--- src/rtl/probe_scanner.sv ---
// Debug probe access: GET/PUT/SCAN/RELEASE over valid/ready command and response ports.
// Optional force registers are built only when PROBE_SCANNER_FORCE_EN is defined.
module probe_scanner #(
    parameter int NUM_CH = 8,
    parameter int WIDTH  = 32,
    parameter int IDX_W  = 8
) (
    input  logic                    clk,
    input  logic                    rst_n,
    input  logic [NUM_CH*WIDTH-1:0] probe_in,
    output logic [NUM_CH-1:0]       force_en,
    output logic [NUM_CH*WIDTH-1:0] force_val,
    input  logic                    cmd_valid,
    output logic                    cmd_ready,
    input  logic [1:0]              cmd_op,
    input  logic [IDX_W-1:0]        cmd_idx,
    input  logic [WIDTH-1:0]        cmd_data,
    output logic                    rsp_valid,
    input  logic                    rsp_ready,
    output logic [IDX_W-1:0]        rsp_idx,
    output logic [WIDTH-1:0]        rsp_data,
    output logic                    rsp_err,
    output logic                    rsp_last
);

    localparam logic [1:0] OP_GET  = 2'b00;
    localparam logic [1:0] OP_PUT  = 2'b01;
    localparam logic [1:0] OP_SCAN = 2'b10;
    localparam logic [1:0] OP_REL  = 2'b11;

    localparam logic [IDX_W:0]   CH_LIMIT = (IDX_W+1)'(NUM_CH);
    localparam logic [IDX_W-1:0] LAST_IDX = IDX_W'(NUM_CH - 1);

`ifdef PROBE_SCANNER_FORCE_EN
    localparam logic FORCE_OK = 1'b1;
`else
    localparam logic FORCE_OK = 1'b0;
`endif

    typedef enum logic [1:0] {IDLE, RESP, SCAN} state_t;
    state_t state;

    logic             accept;
    logic             rsp_hs;
    logic             in_range;
    logic             op_ok;
    logic [IDX_W-1:0] next_beat;
    logic [IDX_W-1:0] sel_idx;
    logic [WIDTH-1:0] sel_data;

    assign accept    = cmd_valid && cmd_ready;
    assign rsp_hs    = rsp_valid && rsp_ready;
    assign in_range  = ({1'b0, cmd_idx} < CH_LIMIT);
    assign op_ok     = (cmd_op == OP_GET) || FORCE_OK;
    assign next_beat = rsp_idx + IDX_W'(1);

    // One shared channel mux: command target while idle, next beat while scanning.
    always_comb begin
        sel_data = '0;
        if (state == IDLE)
            sel_idx = (cmd_op == OP_SCAN) ? '0 : cmd_idx;
        else
            sel_idx = next_beat;
        for (int i = 0; i < NUM_CH; i++) begin
            if (sel_idx == IDX_W'(i))
                sel_data = probe_in[i*WIDTH +: WIDTH];
        end
    end

    always_ff @(posedge clk or negedge rst_n) begin
        if (!rst_n) begin
            state     <= IDLE;
            cmd_ready <= 1'b0;
            rsp_valid <= 1'b0;
            rsp_idx   <= '0;
            rsp_data  <= '0;
            rsp_err   <= 1'b0;
            rsp_last  <= 1'b0;
        end else begin
            case (state)
                IDLE: begin
                    cmd_ready <= 1'b1;
                    if (accept) begin
                        cmd_ready <= 1'b0;
                        rsp_valid <= 1'b1;
                        if (cmd_op == OP_SCAN) begin
                            state    <= SCAN;
                            rsp_idx  <= '0;
                            rsp_data <= sel_data;
                            rsp_err  <= 1'b0;
                            rsp_last <= (NUM_CH == 1);
                        end else begin
                            state    <= RESP;
                            rsp_idx  <= cmd_idx;
                            rsp_last <= 1'b1;
                            if (!in_range || !op_ok) begin
                                rsp_err  <= 1'b1;
                                rsp_data <= '0;
                            end else begin
                                rsp_err  <= 1'b0;
                                rsp_data <= (cmd_op == OP_GET) ? sel_data :
                                            (cmd_op == OP_PUT) ? cmd_data : '0;
                            end
                        end
                    end
                end
                RESP: begin
                    if (rsp_hs) begin
                        state     <= IDLE;
                        rsp_valid <= 1'b0;
                        cmd_ready <= 1'b1;
                    end
                end
                SCAN: begin
                    if (rsp_hs) begin
                        if (rsp_last) begin
                            state     <= IDLE;
                            rsp_valid <= 1'b0;
                            cmd_ready <= 1'b1;
                        end else begin
                            rsp_idx  <= next_beat;
                            rsp_data <= sel_data;
                            rsp_last <= (next_beat == LAST_IDX);
                        end
                    end
                end
                default: state <= IDLE;
            endcase
        end
    end

`ifdef PROBE_SCANNER_FORCE_EN
    always_ff @(posedge clk or negedge rst_n) begin
        if (!rst_n) begin
            force_en  <= '0;
            force_val <= '0;
        end else if (accept && in_range) begin
            for (int i = 0; i < NUM_CH; i++) begin
                if (cmd_idx == IDX_W'(i)) begin
                    if (cmd_op == OP_PUT) begin
                        force_en[i]                  <= 1'b1;
                        force_val[i*WIDTH +: WIDTH]  <= cmd_data;
                    end else if (cmd_op == OP_REL) begin
                        force_en[i] <= 1'b0;
                    end
                end
            end
        end
    end
`else
    logic unused_cmd_data;
    assign unused_cmd_data = ^cmd_data;
    assign force_en  = '0;
    assign force_val = '0;
`endif

endmodule

--- config.mk ---
export PLATFORM = sky130hd
export DESIGN_NAME = probe_scanner
export DESIGN_NICKNAME = d
export VERILOG_FILES = /design/src/rtl/probe_scanner.sv
export SDC_FILE = /design/constraint.sdc
export NUM_CORES = 1
export LEC_CHECK = 0
export ABC_AREA = 1
export BUFFER_PORTS_ARGS = -buffer_cell sky130_fd_sc_hd__buf_2
export CAP_MARGIN = 30
export CORE_AREA = 2 2 234 236
export CTS_CLUSTER_DIAMETER = 200
export CTS_CLUSTER_SIZE = 25
export DETAILED_ROUTE_END_ITERATION = 10
export DIE_AREA = 0 0 236 238
export HOLD_SLACK_MARGIN = 0.05
export MAX_ROUTING_LAYER = met4
export PLACE_DENSITY = 0.31
export SLEW_MARGIN = 15
export SYNTH_ARGS = -nofsm -noshare
export SYNTH_HDL_FRONTEND = slang
export SYNTH_SLANG_ARGS = --single-unit
--- constraint.sdc ---
create_clock -name clk -period 5.65 [get_ports clk]
set_input_delay 1.4125 -clock clk [delete_from_list [all_inputs] [get_ports clk]]
set_output_delay 1.4125 -clock clk [all_outputs]
set_load 0.05 [all_outputs]
**Word-level counts from Yosys, hierarchy flattened**

Cells that the tools add are included.

- Register bits after elaboration: 46
- Bits of input ports: 302
- Output and inout bits: 308
- Logic and storage cells: 87

- Add/subtract/negate cells: 1
- Magnitude comparators: 1
- Equality and inequality tests: 17
- Mux-type cells: 45
- Reductions and logical operators: 16

Operator list:

| kind | count |
|---|---|
| 32-bit two-way mux | 15 |
| 32-bit case mux with 2 select lines | 1 |
| 8-bit by 3-bit == test with 1-bit output (second input constant) | 5 |
| 8-bit two-way mux | 5 |
| 8-bit by 2-bit == test with 1-bit output (second input constant) | 2 |
| 8-bit case mux with 2 select lines | 1 |
| 1-bit two-way mux | 14 |
| 4-bit AND reduction | 3 |
| 2-bit two-way mux | 5 |
| 2-bit != test (second input constant) | 5 |
| 8-bit by 1-bit adder with 8-bit output (second input constant) | 1 |
| 8-bit by 1-bit == test with 1-bit output (second input constant) | 1 |
| 8-bit zero test | 1 |
| 8-bit by 4-bit < comparator with 1-bit output (second input constant) | 1 |
| 1-bit case mux with 3 select lines | 2 |
| 2-bit case mux with 3 select lines | 1 |
| 5-bit AND reduction | 1 |
| 2-bit by 1-bit == test with 1-bit output (second input constant) | 2 |
| 2-bit == test (second input constant) | 2 |
| 2-bit zero test | 2 |
| 3-bit AND reduction | 1 |
| 3-bit nonzero test | 1 |
| 1-bit logical AND | 2 |
| 1-bit zero test | 2 |
| 4 further kinds | 4 |

**Logic depth before layout (Yosys ltp)**

Gate-level depths: netlist (run 1).

- Depth in word-level cells: 17
- Depth in mapped cells: 18
- Depth with buffers taken out: 17

**Worst setup path after synthesis (run 1)**

Ideal clock, no wire load.

- Kind: input port to flip-flop
- Start point: in cmd_op[0]
- End point: reg rsp_data[30]
- Setup time: 0.118 ns
- Arrival time: 2.852 ns
- Data required time: 5.532 ns
- Slack: 2.681 ns
- Cell stages on the path: 14
- Buffers on the path: 3
- Cells stage by stage: inv_1 nand2_1 buf_2 nand3_1 nand3_1 nor2_1 nand3_1 inv_2 buf_4 buf_4 nand2_1 nand4_1 nand2_1 nand2_1

- Cells in the longest elaborated chain, start to end: 17
- Elaborated cells between the ends (all ways): 31
- Those cells by class: eq/ne (9); mux (18); reduce/logical (4)

RTL lines:

| item | RTL line | RTL |
|---|---|---|
| from (decl) | 15 | `input logic [1:0] cmd_op,` |
| 2-bit == test | 61, 86 |  |
| 8-bit two-way mux | 61 | `sel_idx = (cmd_op == OP_SCAN) ? '0 : cmd_idx;` |
| 8-bit two-way mux | 60 | `if (state == IDLE)` |
| 8-bit zero test | 65 | `if (sel_idx == IDX_W'(i))` |
| 32-bit two-way mux (8 in series) | 65 |  |
| 32-bit two-way mux | 101 | `rsp_data <= (cmd_op == OP_GET) ? sel_data :` |
| 32-bit two-way mux | 96 | `if (!in_range \|\| !op_ok) begin` |
| 32-bit two-way mux | 86 | `if (cmd_op == OP_SCAN) begin` |
| 32-bit two-way mux | 83 | `if (accept) begin` |
| 32-bit case mux with 2 select lines * | 80 | `case (state)` |
| to (signal assigned) | 89 | `rsp_data <= sel_data;` |
| to (signal assigned) | 101 |  |
| to (signal assigned) | 122 | `rsp_data <= sel_data;` |
| to (decl) | 21 | `output logic [WIDTH-1:0] rsp_data,` |

Every way passes the cells marked *; elsewhere a longest branch is shown, timed or not. The select of a mux whose other input is x is not followed.
A chain may end at the register's enable or synchronous reset.

**Final worst setup path (run 1)**

Ends and elaborated chain as after synthesis.

==> impl_metrics.py, run 1 <==
metrics = {
    "critical_path": {
        "cp_max_fo": 32,
        "r2r_end": "rsp_data[8]",
        "r2r_cells": 17,
        "timing.rr.start": "state[0]",
        "crit_top_cell": "nand2_1",
        "cp_top_family": "simple AND/OR/NAND/NOR gates",
        "worst_path_largest_cell_delay_ps": 520,
        "cp_slowest_cell": "nor3_1",
        "path_cells": "buf_2 -> inv_1 -> nand2_1 -> inv_1 -> nor2_1 -> nor2_1 -> nand2_1 -> nand2_4 -> nand2_2 -> buf_4 -> nor2_1 -> nor3_1 -> buf_4 -> nand4_1 -> nand2_1 -> nand2_1",
        "startpoint": "cmd_op[0]",
        "crit_path_end_kind": "register",
        "critical_path_arrival_ps": 4540,
        "critical_path_buf_inv_count": 5,
        "rrSetupSlack_ps": 2040,
        "start_kind": "input port",
        "critPathKind": "input port to register",
        "critPathRequiredTime_ps": 5850,
    },
    "pwr": {
        "p_sw_uw": 596,
        "p_sw_share_pct": 48.9,
        "irDropWorstVdd_uv": 92.8,
        "power_density_nw_per_um2": 142,
        "power_frac_clock_pct": 31.2,
        "internal_power_uw": 623,
        "comb_power_share_pct": 41.8,
        "p_leak_nw": 4.91,
        "seq_power_share_pct": 27.0,
    },
    "floorplan": {
        "num_rows": 85,
        "die_area_um2": 56200,
        "coreArea_um2": 53500,
        "start_util_pct": 12.9,
        "io_pins": 610,
        "die_h_um": 238,
        "die_w_um": 236,
    },
    "yosys": {
        "synth_simple_gate_area_share_pct": 40.1,
        "synth_fa_ha_area_share_pct": 1.09,
        "synth_top_area_share_pct": 29.3,
        "synthFlopType": "dfrtp_1",
        "synthCells": 1142,
        "async_flop_share_pct": 100,
        "synth-edff-count": 0,
        "synth-xor-area-share_pct": 0,
        "yosys-top-cells-area": "buf_4 29%, dfrtp_1 17%, nand2_1 17%",
        "yosys.area.top_type": "buf_4",
        "syn-mean-instance-area_um2": 6.05,
        "netlist_area_um2": 6910,
        "synth_top_family_by_area": "simple AND/OR/NAND/NOR gates",
        "synth_seq_cells": 46,
        "synth_cell_type_count": 34,
        "synthMuxAreaShare_pct": 0,
        "yosysSeqAreaShare_pct": 16.6,
        "synth_compound_area_share_pct": 4.02,
        "yosysWarningCount": 0,
    },
    "layout": {
        "n_fill_cell": 6348,
        "fin_nets": 1766,
        "layout_commonest_cell": "buf_2",
        "drive_gt1_share_pct": 27.0,
        "syn_to_final_growth_pct": 24.0,
        "final_cell_mix": "339 x buf_2, 305 x nand2_1, 264 x conb_1, 123 x nand3_1, 99 x inv_1",
    },
    "timing": {
        "fin_crit_sh_pct": 76.7,
        "slew_headroom_pct": 49.7,
        "grt_setup_unrepaired": "no",
        "max_clock_freq_ghz": 0.231,
        "finalCriticalPeriod_ps": 4340,
        "hold_violations": 0,
        "whs_ps": 476,
        "skew_ps": 6.22,
        "tightest_slew_ps": 754,
        "setup_viol": 0,
        "drv_slew": 0,
        "final.setup.tns_ps": 0,
    },
    "detailed_routing": {
        "viasPerCell": 3.55,
        "wire_per_inst_um": 17.1,
        "drt_iter0_drc": 277,
        "final_antenna_net_count": 0,
        "drt_first_pass_iters": 5,
        "drc_errors": 0,
        "vias": 7644,
        "wirelength_um": 36900,
    },
    "clocking": {
        "cts_tree": "built",
        "cts_resized": 0,
        "postCtsHoldBufs": 0,
        "cts_sinks": 46,
        "clkTransAtPathRegs_ps": 80,
        "numCtsBuffers": 5,
        "clockBufferDepth": 2,
        "clkLatencyLatePin_ps": 310,
        "root_buffer": "clkbuf_16",
        "cts_setup_buffers": 0,
        "htreeDepth": 2,
    },
    "min_path": {
        "worstHoldStart": "rsp_data[14]",
        "worstHoldPathType": "register to register",
        "hold_end": "rsp_data[14]",
        "hold_path_depth": 2,
    },
    "place": {
        "gp_congestion": 0.797,
        "post-dp-hpwl_um": 30100,
        "io_buffers": 339,
    },
    "flow_run": {
        "max_cap_violations": 0,
    },
    "grt": {
        "overflow": 0,
        "grt_pass1_wl_um": 50300,
        "grt_pass1_vias": 7136,
        "antenna_found_initial": 1,
        "grt_start_max_net_pins": 70,
        "grt_usage_pct": 12.8,
    },
    "outcome": {
        "status": "finished clean",
    },
}
[flip-flops by register name, indices dropped and copies added (netlist names)]
name and count:
cmd_ready 1, rsp_err 1, rsp_valid 1, state 2, rsp_last 1, rsp_idx 8, rsp_data 32
[synthesized netlist by cell type, types with 2 or more instances]
cell      number
dfrtp_1       46
nand4_1       77
buf_4        270
o21ai_0       16
a22oi_1        2
nor3_1         5
a21oi_1       16
inv_1         99
buf_6          2
nor2_2         5
nor2_1        89
nand3_2        2
nand3_1      123
ha_1           6
or2_0          2
buf_2         25
nor2_4         3
o21ai_1        7
inv_2          8
or2_2          2
clkbuf_1      15
nand2_2        3
a22o_1         3
nand2_1      306
[power by group through the flow]
stage	clock, mW	combinational [mW]	sequential (mW)
after floorplan	0	0.532	0.336
after global placement	0	0.508	0.335
after detailed placement	0	0.508	0.335
after CTS	0.402	0.509	0.329
after global routing	0.403	0.534	0.329
final	0.381	0.510	0.329
[worst max path at each step]
stage                         to  slack [ps]  depth (start not counted)
finish              rsp_data[30]        1310                         16
global route        rsp_data[30]         930                         16
CTS                 rsp_data[30]        1310                         16
detailed placement  rsp_data[30]         990                         16
global placement    rsp_data[30]        1030                         16
floorplan           rsp_data[30]        2680                         14
[layout make-up]
class | count | area [µm²] | share of cell area (%)
Inverter | 108 | 405 | 4.73
Antenna cell | 1 | 2.50 | 0.0292
Timing Repair Buffer | 358 | 1840 | 21.5
Multi-Input combinational cell | 939 | 4140 | 48.2
Sequential cell | 46 | 1150 | 13.4
Tap cell | 696 | 871 | 10.2
Clock inverter | 1 | 30.0 | 0.350
Clock buffer | 6 | 139 | 1.62
[per-layer routing]
metal | vias to the layer above | GRT usage (%) | part of all wire, %
li1 | 3735 | - | -
met4 | 0 | 2.45 | 1.0
met5 | - | - | 0
met2 | 334 | 21.1 | 48
met3 | 20 | 1.19 | 4.0
met1 | 3555 | 17.1 | 47
[kinds of logic (layout without fill, tap and decap cells)]
| group | after synthesis | count (layout) |
|---|---|---|
| flops | 46 | 46 |
| simple gates | 620 | 620 |
| fa+ha+maj | 6 | 6 |
| buf+inv | 420 | 473 |
| compound gates | 49 | 49 |
| other cells | 1 | 265 |
[stage by stage]
step           cells  setup WS (ps)  cell area, µm²  utilization (%)  power, mW
2_1_floorplan   1405           2680            7900                -      0.868
5_1_grt         2154            930            8570             16.0       1.27
3_5_place_dp    2147            988            8400             15.7      0.844
4_1_cts         2154           1310            8570             16.0       1.24
6_report        2155           1310            8570             16.0       1.22
3_3_place_gp    2147           1030            8400             15.7      0.844
[worst min-delay path: cells and delay by family, from the launching register on]
| family | cells | cell delay [ps] |
|---|---|---|
| flops | 1 | 340 |
| simple gates | 2 | 110 |
Note: power is estimated with default switching activity, not from simulation.
==> run 2: changes to the inputs <==
- PLACE_DENSITY: 0.31 -> 0.32
- clock period: 5.65 -> 3.79 ns (I/O delays scaled with it)
==> impl_metrics.py, run 2 (synthesis results as in run 1) <==
metrics = {
    "place": {
        "post-dp-hpwl_um": 30800,
        "postPlaceCellArea_um2": 8690,
        "io_buffers": 339,
        "gp_congestion": 0.821,
        "pre_cts_ws_ps": 208,
        "dp_cells": 2167,
    },
    "timing": {
        "hold_violations": 0,
        "setup_viol": 0,
        "max_clock_freq_ghz": 0.304,
        "skew_ps": 10.7,
        "drv_slew": 0,
        "whs_ps": 480,
        "finalCriticalPeriod_ps": 3290,
        "worst_slack_ps": 502,
        "grt_setup_unrepaired": "no",
        "slew_headroom_pct": 53.1,
        "fin_crit_sh_pct": 86.8,
        "tightest_slew_ps": 701,
        "final.setup.tns_ps": 0,
    },
    "critical_path": {
        "timing.rr.start": "state[0]",
        "rrSetupSlack_ps": 570,
        "cp_max_fo": 13,
        "crit_path_end_kind": "register",
        "critical_path_arrival_ps": 3540,
        "r2r_cells": 15,
        "r2r_end": "rsp_data[31]",
        "critPathRequiredTime_ps": 4040,
        "start_kind": "input port",
        "critPathKind": "input port to register",
    },
    "clocking": {
        "cts_sinks": 46,
        "root_buffer": "clkbuf_16",
        "clkTransAtPathRegs_ps": 70,
        "clkLatencyLatePin_ps": 320,
        "cts_setup_buffers": 0,
        "htreeDepth": 2,
        "numCtsBuffers": 5,
        "cts_resized": 0,
        "cts_tree": "built",
        "clockBufferDepth": 2,
        "postCtsHoldBufs": 0,
    },
    "layout": {
        "drive_gt1_share_pct": 28.0,
        "syn_to_final_growth_pct": 27.8,
        "finalInstanceArea_um2": 8840,
        "final_cell_mix": "339 x buf_2, 305 x nand2_1, 264 x conb_1, 123 x nand3_1, 99 x inv_1",
        "finalCoreUtilization_pct": 16.5,
        "layout_commonest_cell": "buf_2",
        "largest_register_ffs": 32,
        "top_regs": "rsp_data x32, rsp_idx x8, state x2",
        "fin_nets": 1786,
        "final_cells": 2176,
        "top_register": "rsp_data",
    },
    "pwr": {
        "p_leak_nw": 5.03,
        "irDropWorstVdd_uv": 139,
        "power_density_nw_per_um2": 198,
        "power.total_mw": 1.75,
    },
    "grt": {
        "antenna_found_initial": 4,
        "grt_pass1_wl_um": 50200,
        "grt_start_max_net_pins": 63,
        "grt_pass1_vias": 7311,
        "grt_usage_pct": 12.8,
        "overflow": 0,
    },
    "floorplan": {
        "die_h_um": 238,
        "io_pins": 610,
        "coreArea_um2": 53500,
        "die_area_um2": 56200,
        "num_rows": 85,
        "die_w_um": 236,
        "start_util_pct": 12.9,
    },
    "detailed_routing": {
        "wirelength_um": 36900,
        "final_antenna_net_count": 0,
        "viasPerCell": 3.53,
        "wire_per_inst_um": 16.9,
        "vias": 7688,
        "drc_errors": 0,
        "drt_first_pass_iters": 5,
        "drt_iter0_drc": 305,
    },
    "min_path": {
        "hold_path_depth": 2,
        "hold_end": "rsp_data[12]",
        "worstHoldPathType": "register to register",
        "worstHoldStart": "rsp_data[12]",
    },
    "flow_run": {
        "max_cap_violations": 0,
    },
    "outcome": {
        "status": "finished clean",
    },
}
-- run 2: cell types whose count changed in the layout (fill, tap and decap cells not counted), sizes merged --
cell	delta
buf	+20
clkinvlp	+2
bufinv	-1
clkbuf	-1
diode	+1
-- run 2: critical path, stage by stage --
cell	delay, ps
buf_2	90
inv_1	40
nand2_1	360
nand3_1	120
o21ai_0	180
inv_1	180
nor2_4	400
nand4_1	320
nor2_1	160
nor2_1	90
buf_4	160
nand4_1	90
nand2_1	170
nand2_1	100
nand2_1	50
nand2_1	80
-- run 2: per-layer routing --
layer  GRT usage (%)  up-vias  part of all wire (%)
li1                -     3779                     -
met1            16.6     3551                    45
met2            21.1      339                    48
met3            1.85       19                   5.4
met4            2.47        0                   1.2
met5               -        -                     0
-- run 2: final cells by class --
cell class	instances	area [µm²]
fill	6304	44700
multi-input combinational	939	4140
timing repair buffer	378	2130
sequential	46	1150
tap	696	871
inverter	108	405
clock buffer	5	125
clock inverter	2	15.0
antenna	2	5.00
-- run 2: report_power, final --
group	switching, mW	internal [mW]
clock	0.252	0.243
combinational	0.655	0.114
sequential	0	0.490
-- run 2: worst max-delay path by stage --
| stage | startpoint | end | depth (start not counted) |
|---|---|---|---|
| 5_1_grt | state[0] | rsp_data[31] | 15 |
| 3_5_place_dp | cmd_op[0] | rsp_data[31] | 16 |
| 6_report | cmd_op[0] | rsp_data[31] | 16 |
| 4_1_cts | state[0] | rsp_data[31] | 18 |
| 2_1_floorplan | cmd_op[0] | rsp_data[30] | 14 |
| 3_3_place_gp | cmd_op[0] | rsp_data[31] | 16 |
